==> config.mk <==
export PLATFORM = sky130hd
export DESIGN_NAME = ls74157_quad_mux
export DESIGN_NICKNAME = d
export VERILOG_FILES = /design/src/rtl/ls74157_quad_mux.sv
export SDC_FILE = /design/constraint.sdc
export NUM_CORES = 1
export LEC_CHECK = 0
export CAP_MARGIN = 25
export CORE_AREA = 2 2 39 41
export DETAILED_ROUTE_END_ITERATION = 10
export DIE_AREA = 0 0 41 43
export PLACE_DENSITY = 0.52
export SYNTH_ARGS = -nofsm -noshare
export SYNTH_HDL_FRONTEND = slang
export SYNTH_SLANG_ARGS = --single-unit
==> constraint.sdc <==
create_clock -name clk -period 0.8 [get_ports clk]
set_input_delay 0.12 -clock clk [delete_from_list [all_inputs] [get_ports clk]]
set_output_delay 0.12 -clock clk [all_outputs]
set_load 0.05 [all_outputs]
==> src/rtl/ls74157_quad_mux.sv <==
// ls74157_quad_mux
//
// Quad 2-to-1 data selector modelled on the 74LS157. It is used for datapath
// source selection in the CPU. The block also holds a registered shadow of the
// mux result and a registered enable flag for downstream synchronous logic.
//
// Parameters:
//   WIDTH     - width of a, b, y and y_q (one 74157 is 4 bits wide)
//
// Ports:
//   clk       in   1      system clock; all registers update on the rising edge
//   rst       in   1      synchronous reset, active-high (clears y_q and en_q)
//   a         in   WIDTH  data input A, selected when select = 0
//   b         in   WIDTH  data input B, selected when select = 1
//   select    in   1      source select: 0 = A, 1 = B
//   enable_n  in   1      active-low strobe: 1 forces the mux result to 0
//   y         out  WIDTH  mux output (combinational by default)
//   y_q       out  WIDTH  registered copy of the combinational mux result
//   en_q      out  1      1 when enable_n was 0 at the last non-reset edge
//
// Build option:
//   LS74157_OUTREG_EN - when defined, y is driven from y_q. The function is the
//                       same but arrives one clock later, and y resets to 0.
//                       When undefined, y is purely combinational and does
//                       not depend on clk or rst.

module ls74157_quad_mux #(
    parameter int unsigned WIDTH = 4
) (
    input  logic             clk,
    input  logic             rst,
    input  logic [WIDTH-1:0] a,
    input  logic [WIDTH-1:0] b,
    input  logic             select,
    input  logic             enable_n,
    output logic [WIDTH-1:0] y,
    output logic [WIDTH-1:0] y_q,
    output logic             en_q
);

    logic [WIDTH-1:0] mux_d;

    // A continuous-assignment ternary propagates X on an unknown select rather
    // than holding a stale value.
    assign mux_d = {WIDTH{~enable_n}} & (select ? b : a);

    always_ff @(posedge clk) begin
        if (rst) begin
            y_q  <= '0;
            en_q <= 1'b0;
        end else begin
            y_q  <= mux_d;
            en_q <= ~enable_n;
        end
    end

`ifdef LS74157_OUTREG_EN
    assign y = y_q;
`else
    assign y = mux_d;
`endif

endmodule

======== Yosys cells after proc, flatten, opt, wreduce, memory -nomap -nowiden ========
Index checks and enable logic that the tools add are counted.
storage, ports and cells
  input bits .............................. 12
  flip-flop bits (word level) ............. 5
  output and inout bits ................... 9
  logic and storage cells ................. 5
cells by class
  mux-type cells .......................... 1
  bitwise operators ....................... 2
operators with widths
  kind         count
  $and 4x4->4  1
  $mux 4       1
  $not 1->1    1

======== Logic depth before layout (Yosys ltp) ========
  depth in word-level cells ............... 2
  gate-level depth with buffers ........... 3
  mapped depth without buffers ............ 2

======== Worst setup path before layout ========
Ideal clock, no wire load.
  kind .................................... input-to-output
  from .................................... input select
  to ...................................... output y[0]
  setup slack ............................. -0.362 ns
  buffers on the path ..................... 1
  stages .................................. 3
  required time ........................... 0.680 ns
  arrival time ............................ 1.042 ns
  cell sequence ........................... clkbuf_2 -> mux2i_1 -> nor2_1
on the way
  cells in the longest elaborated chain, start to end .. 2
ends and longest elaborated chain
  element          line  text
  start, declared  34    input logic select,
  $mux 4           45    assign mux_d = {WIDTH{~enable_n}} & (select ? b : a);
  $and 4x4->4      45
  end, declared    36    output logic [WIDTH-1:0] y,
Every way passes these cells.

======== Final worst setup path ========
  from .................................... register y_q[2]
  to ...................................... output y_q[2]
RTL lines
  element                 line  text
  start, declared         37    output logic [WIDTH-1:0] y_q,
  start signal, assigned  52    y_q <= mux_d;
No word-level cell between the ends.

==> impl_metrics.yaml <==
run_status:
  outcome: "complete, but fails checks"
  violations: "negative setup slack"
timing:
  max_slew_margin_pct: 87.4
  hold_ws_ns: 0.236
  fin_ws_ns: -0.0174
  worstMarginPinSlew_ns: 0.185
  finalCriticalPeriod_ns: 0.817
  slew_viol_final: 0
  hold_viol: 0
  fin_crit_sh_pct: 102
  max_freq_mhz: 1220
  setup_viol: 6
  grt_setup_unrepaired: "true"
critical_path:
  crit_family: "flip-flops"
  critPathCaptureType: "primary output"
  critPathKind: "reg2out"
  cp_cell_sequence: "buf_12"
  cp_max_fo: 1
  worstSetupStartpointType: "flop"
  slowest_stage: "dfxtp_2"
  critPathBufInv: 1
  slowest_delay_ns: 0.33
  arrival_ns: 0.70
  worstPathRequired_ns: 0.68
placed_design:
  portBuffers: 20
  hpwl_um: 563
  gp_congestion: 0.716
  dp.cells: 60
  dp_slack_ns: -0.666
clocking:
  cts_tree: "done"
  cts-root-buf: "clkbuf_4"
  cts.sinks: 5
  h-tree-depth: 1
  ctsLongestPathBuffers: 2
  cts_made_buffers: 3
  cts_hold_buf: 0
  clkTransAtPathRegs_ns: 0.04
logic_synthesis:
  yosysSeqAreaShare_pct: 53.3
  ys_ff_latch: 5
  syn-cell-area_um2: 188
  syn_inst: 20
  yosysUniqueCellTypes: 6
  yosysWarningCount: 0
  synth_nets: 32
  syn-mean-instance-area_um2: 9.38
power:
  power_leakage_nw: 0.265
  powerDensity_nw_per_um2: 1460
  irDropWorstVdd_uv: 468
  p_total_w: 0.000921
detailed_routing:
  drt_wl_total_um: 662
  first_iter_violations: 0
  vias: 257
  dr.pass1.iters: 1
  drc: 0
  ant_nets: 0
  wl_per_cell_um: 9.74
  routed_via_density: 3.78
grt:
  grt_use_total_pct: 9.55
  grt_pass1_vias: 262
  grt_max_degree: 6
  gr-total-overflow: 0
  grt_pass1_wl_um: 1090
  antenna_found_initial: 0
floorplan:
  chipWidth_um: 41
  coreArea_um2: 1380
  row_count: 14
  die_area_um2: 1760
  start_util_pct: 13.6
  die_h_um: 43
  ioPinCount: 21
layout:
  fillers: 135
  stdcell_count: 68
  drive_gt1_share_pct: 88.5
  nNetsFinal: 65
  synthToLayoutAreaGrowth_pct: 235
  antennaDiodeCount: 0
  fin_util_pct: 45.5
worst_hold_path:
  hp-class: "in2reg"
job:
  max-cap-violations: 0
## cell usage after synthesis
| master | instances | area share [%] |
|---|---|---|
| mux2i_1 | 4 | 21 |
| clkbuf_1 | 1 | 2.0 |
| nor3_1 | 4 | 11 |
| dfxtp_1 | 5 | 53 |
| nor2_1 | 5 | 10 |
| clkbuf_2 | 1 | 2.7 |
## cell usage in the layout (no fill, tap or decap), drive strengths merged
cell type	count
nor2	5
mux2i	4
nor3	4
clkdlybuf4s15	1
clkdlybuf4s50	1
clkbuf	4
dfxtp	5
buf	28
## metrics by stage
stage,instance area (µm²),TNS (ns)
global route,629,-0.261
global placement,514,-4.70
CTS,649,-0.218
detailed placement,514,-4.97
finish,629,-0.0804
floorplan,219,-0.148
## where the power goes
group          internal [W]  total (W)  switching (W)
sequential         0.000265   0.000275     0.00000931
combinational      0.000193   0.000371       0.000178
clock              0.000188   0.000275      0.0000878
total              0.000646   0.000921       0.000275
## routing by layer
| metal | vias up | track usage (%) | wire (µm) |
|---|---|---|---|
| li1 | 129 | - | - |
| met5 | - | 0 | 0 |
| met2 | 20 | 16.3 | 378 |
| met4 | 0 | 6.00 | 0 |
| met1 | 108 | 9.35 | 197 |
| met3 | 0 | 2.62 | 86 |
## layout make-up
| class | count | area [µm²] | area share [%] |
|---|---|---|---|
| Sequential cell | 5 | 106 | 16.9 |
| Clock buffer | 4 | 26.3 | 4.17 |
| Multi-Input combinational cell | 13 | 164 | 26.0 |
| Timing Repair Buffer | 30 | 313 | 49.7 |
| Tap cell | 16 | 20.0 | 3.18 |
## cells by family (layout without fill, tap and decap cells)
group,after synthesis,count (layout),synth area share [%]
buf+inv,2,34,4.66
simple gates,9,9,20.7
flops,5,5,53.3
mux,4,4,21.3
## state kept, by name, indices dropped and copies added (netlist names)
register / count
y_q: 4
en_q: 1
## timing repair
action                     4_1_cts  5_1_grt
buffers inserted                 5        0
setup endpoints to repair       13       10
pin swaps                        4        3
cloned                           0        0
resized for setup               60        5
## path summary, 6_finish.rpt
| kind | startpoint | end | slack [ns] | depth (start not counted) |
|---|---|---|---|---|
| worst max-delay path | y_q[2]$_SDFF_PP0_ | y_q[2] | -0.02 | 1 |
| worst min-delay path | a[0] | y_q[0]$_SDFF_PP0_ | 0.24 | 3 |
Note: power is estimated with default switching activity, not from simulation.
